File: config.mk
export PLATFORM = sky130hd
export DESIGN_NAME = ram_port_arbiter_flat
export DESIGN_NICKNAME = d
export VERILOG_FILES = /design/src/rtl/ram_port_arbiter_pkg.sv /design/src/rtl/ram_port_arbiter_if.sv /design/src/rtl/ram_port_arbiter.sv /design/src/flat_wrapper.sv
export SDC_FILE = /design/constraint.sdc
export NUM_CORES = 1
export LEC_CHECK = 0
export CORE_MARGIN = 2
export CORE_UTILIZATION = 42
export DETAILED_ROUTE_END_ITERATION = 12
export HOLD_SLACK_MARGIN = 0.15
export PLACE_DENSITY = 0.95
export SLEW_MARGIN = 30
export SYNTH_ARGS = -nofsm -noshare
export SYNTH_HDL_FRONTEND = slang
export SYNTH_SLANG_ARGS = --single-unit
File: constraint.sdc
create_clock -name clk -period 6 [get_ports clk]
set_input_delay 1.2 -clock clk [delete_from_list [all_inputs] [get_ports clk]]
set_output_delay 1.2 -clock clk [all_outputs]
set_load 0.01 [all_outputs]
File: src/rtl/ram_port_arbiter_pkg.sv
`default_nettype none
// ============================================================================
//  Module      : ram_arb_pkg
//  Description : Shared types and default sizing for the two-port block RAM
//                arbiter (state encoding, RAM command record, defaults).
//  Revision    : 1.0 - initial release
// ============================================================================
package ram_arb_pkg;

  localparam int c_def_ram_addr_bits   = 13;
  localparam int c_def_ram_width       = 8;
  localparam int c_def_max_lock_cycles = 64;

  // Arbitration state: free-for-all, or owned by one requester under lock.
  typedef enum logic [1:0] {
    IDLE = 2'd0,
    OWN0 = 2'd1,
    OWN1 = 2'd2
  } arb_state_t;

  // One RAM command at the default geometry.
  typedef struct packed {
    logic                           we;
    logic [c_def_ram_addr_bits-1:0] addr;
    logic [c_def_ram_width-1:0]     wdata;
  } ram_cmd_t;

endpackage : ram_arb_pkg
`default_nettype wire

File: src/rtl/ram_port_arbiter_if.sv
`default_nettype none
// ============================================================================
//  Module      : ram_port_arbiter_if
//  Description : Bundle of both requester ports and the block RAM port.
//                slave  = the arbiter's view, master = requesters + RAM.
//  Revision    : 1.0 - initial release
// ============================================================================
interface ram_port_arbiter_if
  import ram_arb_pkg::*;
#(
  parameter int RAM_ADDR_BITS = c_def_ram_addr_bits,
  parameter int RAM_WIDTH     = c_def_ram_width
);

  logic                     req0, req1;
  logic                     we0, we1;
  logic [RAM_ADDR_BITS-1:0] addr0, addr1;
  logic [RAM_WIDTH-1:0]     wdata0, wdata1;
  logic                     lock0, lock1;
  logic                     gnt0, gnt1;
  logic                     rvalid0, rvalid1;
  logic [RAM_WIDTH-1:0]     rdata0, rdata1;
  logic                     ram_en, ram_we;
  logic [RAM_ADDR_BITS-1:0] ram_addr;
  logic [RAM_WIDTH-1:0]     ram_wdata;
  logic [RAM_WIDTH-1:0]     ram_rdata;
  logic                     arb_bsy;

  modport slave (
    input  req0, req1, we0, we1, addr0, addr1, wdata0, wdata1, lock0, lock1,
    input  ram_rdata,
    output gnt0, gnt1, rvalid0, rvalid1, rdata0, rdata1,
    output ram_en, ram_we, ram_addr, ram_wdata, arb_bsy
  );

  modport master (
    output req0, req1, we0, we1, addr0, addr1, wdata0, wdata1, lock0, lock1,
    output ram_rdata,
    input  gnt0, gnt1, rvalid0, rvalid1, rdata0, rdata1,
    input  ram_en, ram_we, ram_addr, ram_wdata, arb_bsy
  );

endinterface : ram_port_arbiter_if
`default_nettype wire

File: src/rtl/ram_port_arbiter.sv
`default_nettype none
// ============================================================================
//  Module      : ram_port_arbiter
//  Description : Two-requester arbiter for a single block RAM port.
//                Round-robin when free, burst ownership via lock with a
//                starvation limit, registered RAM command, tagged read return.
//  Revision    : 1.0 - initial release
// ============================================================================
module ram_port_arbiter
  import ram_arb_pkg::*;
#(
  parameter int RAM_ADDR_BITS   = c_def_ram_addr_bits,
  parameter int RAM_WIDTH       = c_def_ram_width,
  parameter int MAX_LOCK_CYCLES = c_def_max_lock_cycles
) (
  input  wire logic         clk,
  input  wire logic         rst_n_sync,
  ram_port_arbiter_if.slave bus
);

  localparam int                CNT_W      = $clog2(MAX_LOCK_CYCLES + 1);
  localparam logic [CNT_W-1:0]  c_lock_max = CNT_W'(MAX_LOCK_CYCLES);
  localparam logic [CNT_W-1:0]  c_cnt_one  = CNT_W'(1);

  typedef struct packed {
    logic                     we;
    logic [RAM_ADDR_BITS-1:0] addr;
    logic [RAM_WIDTH-1:0]     wdata;
  } cmd_t;

  arb_state_t               state_q, state_d;
  logic                     last_gnt_q, last_gnt_d;   // 1 = requester 1 granted last
  logic [CNT_W-1:0]         lock_cnt_q, lock_cnt_d;
  logic                     gnt0, gnt1, gnt_any;
  cmd_t                     sel_cmd;

  logic                     ram_en_q, ram_we_q;
  logic [RAM_ADDR_BITS-1:0] ram_addr_q;
  logic [RAM_WIDTH-1:0]     ram_wdata_q;
  logic                     rd_pend_q, rd_tag_q;
  logic                     rvalid0_q, rvalid1_q;

  // Arbitration state register.
  always_ff @(posedge clk or negedge rst_n_sync) begin
    if (!rst_n_sync) begin
      state_q    <= IDLE;
      last_gnt_q <= 1'b1;
      lock_cnt_q <= '0;
    end else begin
      state_q    <= state_d;
      last_gnt_q <= last_gnt_d;
      lock_cnt_q <= lock_cnt_d;
    end
  end

  // Grant decision and next arbitration state. The grant that opens a locked
  // burst counts toward the limit when the other side is already waiting, so
  // the waiter sees at most MAX_LOCK_CYCLES grants go by.
  always_comb begin
    gnt0       = 1'b0;
    gnt1       = 1'b0;
    state_d    = state_q;
    last_gnt_d = last_gnt_q;
    lock_cnt_d = lock_cnt_q;
    unique case (state_q)
      IDLE: begin
        if (bus.req0 && (!bus.req1 || last_gnt_q)) gnt0 = 1'b1;
        else if (bus.req1)                          gnt1 = 1'b1;
        if (gnt0 && bus.lock0 && (CNT_W'(bus.req1) != c_lock_max)) begin
          state_d    = OWN0;
          lock_cnt_d = CNT_W'(bus.req1);
        end
        if (gnt1 && bus.lock1 && (CNT_W'(bus.req0) != c_lock_max)) begin
          state_d    = OWN1;
          lock_cnt_d = CNT_W'(bus.req0);
        end
      end
      OWN0: begin
        gnt0 = bus.req0;
        if (gnt0) begin
          if (!bus.lock0 || (bus.req1 && (lock_cnt_q + c_cnt_one == c_lock_max))) begin
            state_d    = IDLE;
            lock_cnt_d = '0;
          end else if (bus.req1) begin
            lock_cnt_d = lock_cnt_q + c_cnt_one;
          end
        end else if (!bus.lock0) begin
          state_d    = IDLE;
          lock_cnt_d = '0;
        end
      end
      OWN1: begin
        gnt1 = bus.req1;
        if (gnt1) begin
          if (!bus.lock1 || (bus.req0 && (lock_cnt_q + c_cnt_one == c_lock_max))) begin
            state_d    = IDLE;
            lock_cnt_d = '0;
          end else if (bus.req0) begin
            lock_cnt_d = lock_cnt_q + c_cnt_one;
          end
        end else if (!bus.lock1) begin
          state_d    = IDLE;
          lock_cnt_d = '0;
        end
      end
      default: begin
        state_d    = IDLE;
        lock_cnt_d = '0;
      end
    endcase
    if (gnt0) last_gnt_d = 1'b0;
    if (gnt1) last_gnt_d = 1'b1;
  end

  assign gnt_any = gnt0 | gnt1;
  assign sel_cmd = gnt1 ? cmd_t'{we: bus.we1, addr: bus.addr1, wdata: bus.wdata1}
                        : cmd_t'{we: bus.we0, addr: bus.addr0, wdata: bus.wdata0};

  // RAM command register and read-owner tag pipeline (grant -> RAM -> rvalid).
  always_ff @(posedge clk or negedge rst_n_sync) begin
    if (!rst_n_sync) begin
      ram_en_q    <= 1'b0;
      ram_we_q    <= 1'b0;
      ram_addr_q  <= '0;
      ram_wdata_q <= '0;
      rd_pend_q   <= 1'b0;
      rd_tag_q    <= 1'b0;
      rvalid0_q   <= 1'b0;
      rvalid1_q   <= 1'b0;
    end else begin
      ram_en_q  <= gnt_any;
      ram_we_q  <= gnt_any & sel_cmd.we;
      rd_pend_q <= gnt_any & ~sel_cmd.we;
      if (gnt_any) begin
        ram_addr_q  <= sel_cmd.addr;
        ram_wdata_q <= sel_cmd.wdata;
        rd_tag_q    <= gnt1;
      end
      rvalid0_q <= rd_pend_q & ~rd_tag_q;
      rvalid1_q <= rd_pend_q &  rd_tag_q;
    end
  end

  // Grants are forced low while reset is asserted so every output reads 0.
  assign bus.gnt0      = gnt0 & rst_n_sync;
  assign bus.gnt1      = gnt1 & rst_n_sync;
  assign bus.ram_en    = ram_en_q;
  assign bus.ram_we    = ram_we_q;
  assign bus.ram_addr  = ram_addr_q;
  assign bus.ram_wdata = ram_wdata_q;
  assign bus.rvalid0   = rvalid0_q;
  assign bus.rvalid1   = rvalid1_q;
  // Read data is the shared RAM output, masked to zero outside a return cycle.
  assign bus.rdata0    = (rvalid0_q | rvalid1_q) ? bus.ram_rdata : '0;
  assign bus.rdata1    = (rvalid0_q | rvalid1_q) ? bus.ram_rdata : '0;
  assign bus.arb_bsy   = ram_en_q | rvalid0_q | rvalid1_q;

endmodule : ram_port_arbiter
`default_nettype wire

File: src/flat_wrapper.sv
// flat-port wrapper written by rule: the top's interface ports become plain ports
module ram_port_arbiter_flat import ram_arb_pkg::*;
#(
  parameter int RAM_ADDR_BITS   = c_def_ram_addr_bits,
  parameter int RAM_WIDTH       = c_def_ram_width,
  parameter int MAX_LOCK_CYCLES = c_def_max_lock_cycles
)
  (clk, rst_n_sync, bus_req0, bus_req1, bus_we0, bus_we1, bus_addr0, bus_addr1, bus_wdata0, bus_wdata1, bus_lock0, bus_lock1, bus_ram_rdata, bus_gnt0, bus_gnt1, bus_rvalid0, bus_rvalid1, bus_rdata0, bus_rdata1, bus_ram_en, bus_ram_we, bus_ram_addr, bus_ram_wdata, bus_arb_bsy);
  ram_port_arbiter_if #(.RAM_ADDR_BITS(RAM_ADDR_BITS), .RAM_WIDTH(RAM_WIDTH)) bus_i ();
  input  wire logic clk;
  input  wire logic rst_n_sync;
  input wire logic [$bits(bus_i.req0)-1:0] bus_req0;
  input wire logic [$bits(bus_i.req1)-1:0] bus_req1;
  input wire logic [$bits(bus_i.we0)-1:0] bus_we0;
  input wire logic [$bits(bus_i.we1)-1:0] bus_we1;
  input wire logic [$bits(bus_i.addr0)-1:0] bus_addr0;
  input wire logic [$bits(bus_i.addr1)-1:0] bus_addr1;
  input wire logic [$bits(bus_i.wdata0)-1:0] bus_wdata0;
  input wire logic [$bits(bus_i.wdata1)-1:0] bus_wdata1;
  input wire logic [$bits(bus_i.lock0)-1:0] bus_lock0;
  input wire logic [$bits(bus_i.lock1)-1:0] bus_lock1;
  input wire logic [$bits(bus_i.ram_rdata)-1:0] bus_ram_rdata;
  output wire logic [$bits(bus_i.gnt0)-1:0] bus_gnt0;
  output wire logic [$bits(bus_i.gnt1)-1:0] bus_gnt1;
  output wire logic [$bits(bus_i.rvalid0)-1:0] bus_rvalid0;
  output wire logic [$bits(bus_i.rvalid1)-1:0] bus_rvalid1;
  output wire logic [$bits(bus_i.rdata0)-1:0] bus_rdata0;
  output wire logic [$bits(bus_i.rdata1)-1:0] bus_rdata1;
  output wire logic [$bits(bus_i.ram_en)-1:0] bus_ram_en;
  output wire logic [$bits(bus_i.ram_we)-1:0] bus_ram_we;
  output wire logic [$bits(bus_i.ram_addr)-1:0] bus_ram_addr;
  output wire logic [$bits(bus_i.ram_wdata)-1:0] bus_ram_wdata;
  output wire logic [$bits(bus_i.arb_bsy)-1:0] bus_arb_bsy;
  assign bus_i.req0 = bus_req0;
  assign bus_i.req1 = bus_req1;
  assign bus_i.we0 = bus_we0;
  assign bus_i.we1 = bus_we1;
  assign bus_i.addr0 = bus_addr0;
  assign bus_i.addr1 = bus_addr1;
  assign bus_i.wdata0 = bus_wdata0;
  assign bus_i.wdata1 = bus_wdata1;
  assign bus_i.lock0 = bus_lock0;
  assign bus_i.lock1 = bus_lock1;
  assign bus_i.ram_rdata = bus_ram_rdata;
  assign bus_gnt0 = bus_i.gnt0;
  assign bus_gnt1 = bus_i.gnt1;
  assign bus_rvalid0 = bus_i.rvalid0;
  assign bus_rvalid1 = bus_i.rvalid1;
  assign bus_rdata0 = bus_i.rdata0;
  assign bus_rdata1 = bus_i.rdata1;
  assign bus_ram_en = bus_i.ram_en;
  assign bus_ram_we = bus_i.ram_we;
  assign bus_ram_addr = bus_i.ram_addr;
  assign bus_ram_wdata = bus_i.ram_wdata;
  assign bus_arb_bsy = bus_i.arb_bsy;
  ram_port_arbiter #(.RAM_ADDR_BITS(RAM_ADDR_BITS), .RAM_WIDTH(RAM_WIDTH), .MAX_LOCK_CYCLES(MAX_LOCK_CYCLES)) u_core (.clk(clk), .rst_n_sync(rst_n_sync), .bus(bus_i));
endmodule
==> flow_metrics.env, run 1 <==
export IMPL_status="finished clean"
export IMPL_boundaryPins=102
export IMPL_cap_violations=0
export IMPL_drtIter0Drc=97
export IMPL_endpoint_kind="output port"
export IMPL_rows=24
export IMPL_synth_top_family_by_area="simple AND/OR/NAND/NOR gates"
export IMPL_wirelength_mm=4.82
export IMPL_avgSynthCellArea_um2=9.52
export IMPL_grt_usage=0.200
export IMPL_dp_hpwl_mm=3.65
export IMPL_synth_xor_area_frac=0.0183
export IMPL_die_height_um=71.5
export IMPL_vias_per_cell=5.23
export IMPL_antenna_found_initial=0
export IMPL_slew_headroom=0.452
export IMPL_cts_buffers=5
export IMPL_globalplace_congestion=0.837
export IMPL_root_buffer="clkbuf_8"
export IMPL_diodes=0
export IMPL_grt_pass1_vias=1803
export IMPL_finalCriticalPeriod_ns=4.41
export IMPL_clock_sinks=37
export IMPL_initial_core_util=0.437
export IMPL_synth_compound_area_share=0.205
export IMPL_synth_mux_area_frac=0
export IMPL_cts_max_path_buffers=2
export IMPL_setup_viol=0
export IMPL_finalCritPeriodShare=0.735
export IMPL_synthCells=201
export IMPL_dieWidth_um=71.5
export IMPL_cts_resized=0
export IMPL_hold_class="reg2reg"
export IMPL_num_vias=1831
export IMPL_cts_setup_buffers=0
export IMPL_synth_cell_type_count=38
export IMPL_h_tree_depth=2
export IMPL_synth_seq_cells=37
export IMPL_cp_common_cell="clkdlybuf4s50_1"
export IMPL_slowest_stage="clkdlybuf4s50_1"
export IMPL_max_freq_mhz=227
export IMPL_drv_slew=0
export IMPL_reg2reg_setup_slack_ns=3.81
export IMPL_die_area_um2=5110
export IMPL_synth_async_reset_ratio=1.00
export IMPL_synth_adder_area_share=0.0131
export IMPL_yosysWarnings=0
export IMPL_area_delta_synth_final_pct=57.1
export IMPL_dr_pass1_iters=4
export IMPL_path_clk_slew_ns=0.07
export IMPL_clk_latency_ns=0.29
export IMPL_top_layer_used="met4"
export IMPL_synth_main_ff_cell="dfrtp_1"
export IMPL_wl_met1_mm=1.92
export IMPL_synth_nets=261
export IMPL_synth_top_cell_area_share=0.471
export IMPL_post_place_ws_ns=1.57
export IMPL_coreArea_um2=4380
export IMPL_io_buffer_count=101
export IMPL_max_vdd_ir_drop_mv=0.223
export IMPL_route_antenna_remaining_nets=0
export IMPL_drc=0
export IMPL_power_density_nw_per_um2=397
export IMPL_critPathMaxStageDelay_ns=0.54
export IMPL_cts_tree="done"
export IMPL_layout_nets=357
export IMPL_leakage_nw=1.32
export IMPL_yosys_area_share_simple=0.223
export IMPL_arrival_ns=3.21
export IMPL_tns_ns=0
export IMPL_synth_area_leaders="dfrtp_1 (47%), nand2_1 (9.2%), a22oi_1 (8.2%), nor2b_1 (3.3%), buf_4 (3.1%)"
export IMPL_crit_fanout=24
export IMPL_power_mw=1.19
export IMPL_wl_met3_um=370
export IMPL_synth_area_um2=1910
export IMPL_fin_skew_ns=0.00484
export IMPL_grt_max_degree=40
export IMPL_finalHoldViolations=0
export IMPL_required_ns=4.80
export IMPL_whs_ns=0.451
export IMPL_synth_edf_count=0
export IMPL_wl_per_cell_um=13.8
export IMPL_drive_above_1_share=0.0671
export IMPL_grt_ovfl_total=0
export IMPL_yosysTopAreaCell="dfrtp_1"
export IMPL_rsz0062_at_grt="no"
export IMPL_worstPathCellList="clkdlybuf4s50_1 -> nor2b_1 -> o21a_1 -> buf_4 -> and2_1 -> clkdlybuf4s50_1"
export IMPL_dr_wl_met2_mm=2.49
export IMPL_startpoint_type="input port"
export IMPL_synth_seq_area_share=0.484
export IMPL_tightestPinTransition_ns=0.823
export IMPL_layout_setup_ws_ns=1.59
export IMPL_worstSetupPathType="in2out"
export IMPL_holdBufCountCts=0
export IMPL_grt_pass1_wl_mm=8.00
==> through the flow <==
stage	std cells	util	cell area (um2)
2_1_floorplan	201	-	1910
3_3_place_gp	342	0.667	2930
3_5_place_dp	342	0.667	2930
4_1_cts	350	0.686	3010
5_1_grt	350	0.686	3010
6_report	350	0.686	3010
==> cells in the mapped netlist (4+ instances only) <==
cell	n
nand2_1	47
dfrtp_1	36
a22oi_1	21
nor2b_1	10
buf_4	8
clkbuf_1	7
inv_1	6
a21oi_1	5
and2_1	5
nor2_1	5
a21o_1	4
a22o_1	4
nand3_1	4
xnor2_1	4
==> power by group <==
| group | switching (mW) | total, mW | internal [mW] |
|---|---|---|---|
| combinational | 0.276 | 0.604 | 0.328 |
| sequential | 0.0712 | 0.423 | 0.351 |
| clock | 0.0855 | 0.166 | 0.0804 |
| total | 0.433 | 1.19 | 0.760 |
==> layer usage <==
| layer | up-vias | GRT usage |
|---|---|---|
| met4 | 0 | 0.0734 |
| met1 | 865 | 0.236 |
| met5 | - | 0 |
| met2 | 76 | 0.346 |
| met3 | 4 | 0.0591 |
| li1 | 886 | - |
==> logic make-up after synthesis <==
logic type	Yosys count
buf+inv	21
compound gates	50
flops	37
fa+ha+maj	2
simple gates	87
xor+xnor	4
==> path summary, 6_finish.rpt <==
| check | to | from | cells after the start |
|---|---|---|---|
| worst max-delay path | bus_gnt0 | bus_req0 | 6 |
| worst min-delay path | u_core.bus.rvalid0$_DFF_PN0_ | u_core.rd_tag_q$_DFFE_PN0P_ | 1 |
| worst max register to register | u_core.lock_cnt_q[0]$_DFFE_PN0P_ | u_core.lock_cnt_q[0]$_DFFE_PN0P_ | 6 |
| worst min register to register | u_core.bus.rvalid0$_DFF_PN0_ | u_core.rd_tag_q$_DFFE_PN0P_ | 1 |
| max in group asynchronous | u_core.lock_cnt_q[2]$_DFFE_PN0P_ | rst_n_sync | 1 |
| min in group asynchronous | u_core.lock_cnt_q[5]$_DFFE_PN0P_ | rst_n_sync | 1 |
==> layout by cell type (no fill, tap or decap), types with 5 or more instances in the layout <==
cell | netlist | final
and2_1 | 5 | 5
dfrtp_1 | 36 | 36
nor2b_1 | 10 | 10
clkbuf_8 | 0 | 5
a22oi_1 | 21 | 21
nand2_1 | 47 | 47
clkdlybuf4s50_1 | 0 | 100
nor2_1 | 5 | 5
inv_1 | 6 | 6
==> critical path: cells and delay by family <==
kind | cells | cell delay [ns]
buffers and inverters | 3 | 1.32
and+or+nand+nor | 2 | 0.51
AOI/OAI and AO/OA | 1 | 0.18
==> layout make-up <==
type,instances,area (um2)
Fill cell,345,1380
Clock buffer,6,72.6
Multi-Input combinational cell,143,882
Tap cell,52,65.1
Clock inverter,2,10.0
Timing Repair Buffer,104,1030
Inverter,6,22.5
Sequential cell,37,927
==> sequential cells by signal, summed over array words and instances, names as in the netlist <==
name	cells
u_core.bus.ram_addr	13
u_core.rd_pend_q	1
u_core.last_gnt_q	1
u_core.bus.ram_en	1
u_core.bus.rvalid1	1
u_core.bus.ram_wdata	8
u_core.bus.ram_we	1
u_core.rd_tag_q	1
u_core.state_q	2
u_core.bus.rvalid0	1
u_core.lock_cnt_q	7
(Power assumes the default switching activity.)
==> run 2, diff against run 1 <==
Settings changed: CORE_UTILIZATION 42 to 39, PLACE_DENSITY 0.95 to 0.9.
Clock period 6 ns to 4.37 ns, I/O delays scaled along.
==> run 2 against run 1 <==
Against the previous run:
- combinational power grew 37%
- core utilization shrank 3.8 points
- register-to-register slack lost 1.6 ns
- total power grew 42%
- flip-flop and latch count is the same
- clock skew shrank 0.00066 ns
- count of clock-buffer cells in the layout is the same
- wire length shrank 3.3%
- die area grew 7.3%
- worst setup slack lost 0.82 ns
- critical endpoint is now bus_gnt1
==> flow_metrics.env, run 2 (synthesis gave the netlist of run 1 again) <==
export IMPL_worstSetupPathType="in2out"
export IMPL_dieWidth_um=74.1
export IMPL_io_buffer_count=101
export IMPL_drtIter0Drc=79
export IMPL_dp_hpwl_mm=3.57
export IMPL_required_ns=3.50
export IMPL_final_common_cell="clkdlybuf4s50_1"
export IMPL_tns_ns=0
export IMPL_finalCritPeriodShare=0.824
export IMPL_drive_above_1_share=0.0702
export IMPL_finalHoldViolations=0
export IMPL_cts_resized=0
export IMPL_rr_worst_depth=6
export IMPL_critPathMaxStageDelay_ns=0.53
export IMPL_wl_per_cell_um=12.7
export IMPL_fillers=370
export IMPL_area_delta_synth_final_pct=60.0
export IMPL_num_vias=1793
export IMPL_endpoint_kind="output port"
export IMPL_dp_cells=358
export IMPL_max_freq_mhz=278
export IMPL_layout_nets=358
export IMPL_grt_pass1_wl_mm=7.76
export IMPL_grt_ovfl_total=0
export IMPL_grt_pass1_vias=1720
export IMPL_initial_core_util=0.405
export IMPL_arrival_ns=2.73
export IMPL_die_height_um=74.1
export IMPL_h_tree_depth=2
export IMPL_startpoint_type="input port"
export IMPL_diodes=0
export IMPL_route_antenna_remaining_nets=0
export IMPL_power_density_nw_per_um2=552
export IMPL_clock_sinks=37
export IMPL_setup_viol=0
export IMPL_die_area_um2=5480
export IMPL_grt_max_degree=34
export IMPL_finalCriticalPeriod_ns=3.60
export IMPL_stdcell_count=366
export IMPL_fin_skew_ns=0.00418
export IMPL_path_clk_slew_ns=0.07
export IMPL_placed_area_um2=2950
export IMPL_clk_latency_ns=0.29
export IMPL_boundaryPins=102
export IMPL_holdBufCountCts=0
export IMPL_cts_max_path_buffers=2
export IMPL_slew_headroom=0.581
export IMPL_tightestPinTransition_ns=0.627
export IMPL_cts_buffers=5
export IMPL_hold_class="in2async"
export IMPL_rows=25
export IMPL_grt_usage=0.184
export IMPL_leakage_nw=1.34
export IMPL_cts_setup_buffers=0
export IMPL_status="finished clean"
export IMPL_rsz0062_at_grt="no"
export IMPL_largest_register_ff_count=13
export IMPL_cts_tree="done"
export IMPL_stdcell_area_um2=3060
export IMPL_slowest_stage="clkdlybuf4s50_1"
export IMPL_cp_common_cell="clkdlybuf4s50_1"
export IMPL_reg2reg_setup_slack_ns=2.17
export IMPL_drc=0
export IMPL_root_buffer="clkbuf_8"
export IMPL_layout_common_cells="clkdlybuf4s50_1 (100), nand2_1 (47), dfrtp_1 (36)"
export IMPL_antenna_found_initial=0
export IMPL_worstPathCellList="clkdlybuf4s50_1 -> nor2b_1 -> a21oi_2 -> buf_4 -> and2_1 -> clkdlybuf4s50_1"
export IMPL_crit_fanout=26
export IMPL_drv_slew=0
export IMPL_wirelength_mm=4.66
export IMPL_cap_violations=0
export IMPL_globalplace_congestion=0.802
export IMPL_vias_per_cell=4.90
export IMPL_coreArea_um2=4720
export IMPL_max_vdd_ir_drop_mv=0.307
export IMPL_dr_pass1_iters=4
## run 2: cell count changes in the layout (fill, tap and decap cells not counted)
cell | before | now
buf_4 | 3 | 4
clkinv_2 | 2 | 0
bufinv_16 | 0 | 1
clkinv_4 | 0 | 1
## run 2: worst paths after layout
path | from | end
max | bus_req0 | bus_gnt1
min | rst_n_sync | u_core.bus.ram_wdata[2]$_DFFE_PN0P_
max reg2reg | u_core.lock_cnt_q[0]$_DFFE_PN0P_ | u_core.lock_cnt_q[0]$_DFFE_PN0P_
min reg2reg | u_core.rd_tag_q$_DFFE_PN0P_ | u_core.bus.rvalid0$_DFF_PN0_
max in group asynchronous | rst_n_sync | u_core.last_gnt_q$_DFFE_PN1P_
min in group clk | u_core.rd_tag_q$_DFFE_PN0P_ | u_core.bus.rvalid0$_DFF_PN0_
## run 2: report_power, final
group          total [mW]  switching (mW)  internal [mW]
Sequential          0.573          0.0906          0.482
Clock               0.291           0.120          0.171
Combinational       0.826           0.375          0.451
## run 2: through the flow
stage | power, mW | worst slack, ns | hold WS, ns | utilization
4_1_cts | 1.71 | 0.772 | 0.383 | 0.648
5_1_grt | 1.81 | 0.690 | 0.385 | 0.648
6_report | 1.69 | 0.768 | 0.392 | 0.648
3_3_place_gp | 1.39 | 0.823 | 0.431 | 0.625
3_5_place_dp | 1.41 | 0.792 | 0.450 | 0.625
2_1_floorplan | 0.976 | 1.67 | 0.417 | -
## run 2: layout make-up
class | instances | area, um2 | area share
repair buffers | 105 | 1040 | 0.338
flip-flops and latches | 37 | 927 | 0.303
multi-input cells | 143 | 882 | 0.288
well taps | 67 | 83.8 | 0.0274
clock buffers | 6 | 72.6 | 0.0237
clock inverters | 2 | 38.8 | 0.0127
inverters | 6 | 22.5 | 0.00735
## run 2: routing by layer
metal / routed length [um] / GRT usage / vias up
met5: 0 / 0 / -
met4: 57 / 0.0646 / 0
met3: 376 / 0.0664 / 7
met2: 2320 / 0.307 / 71
met1: 1910 / 0.221 / 822
li1: - / - / 893
## run 2: critical path: cells and delay by family
family | cells | cell delay [ns]
buffers and inverters | 3 | 1.22
and+or+nand+nor | 2 | 0.52
AOI/OAI and AO/OA | 1 | 0.10
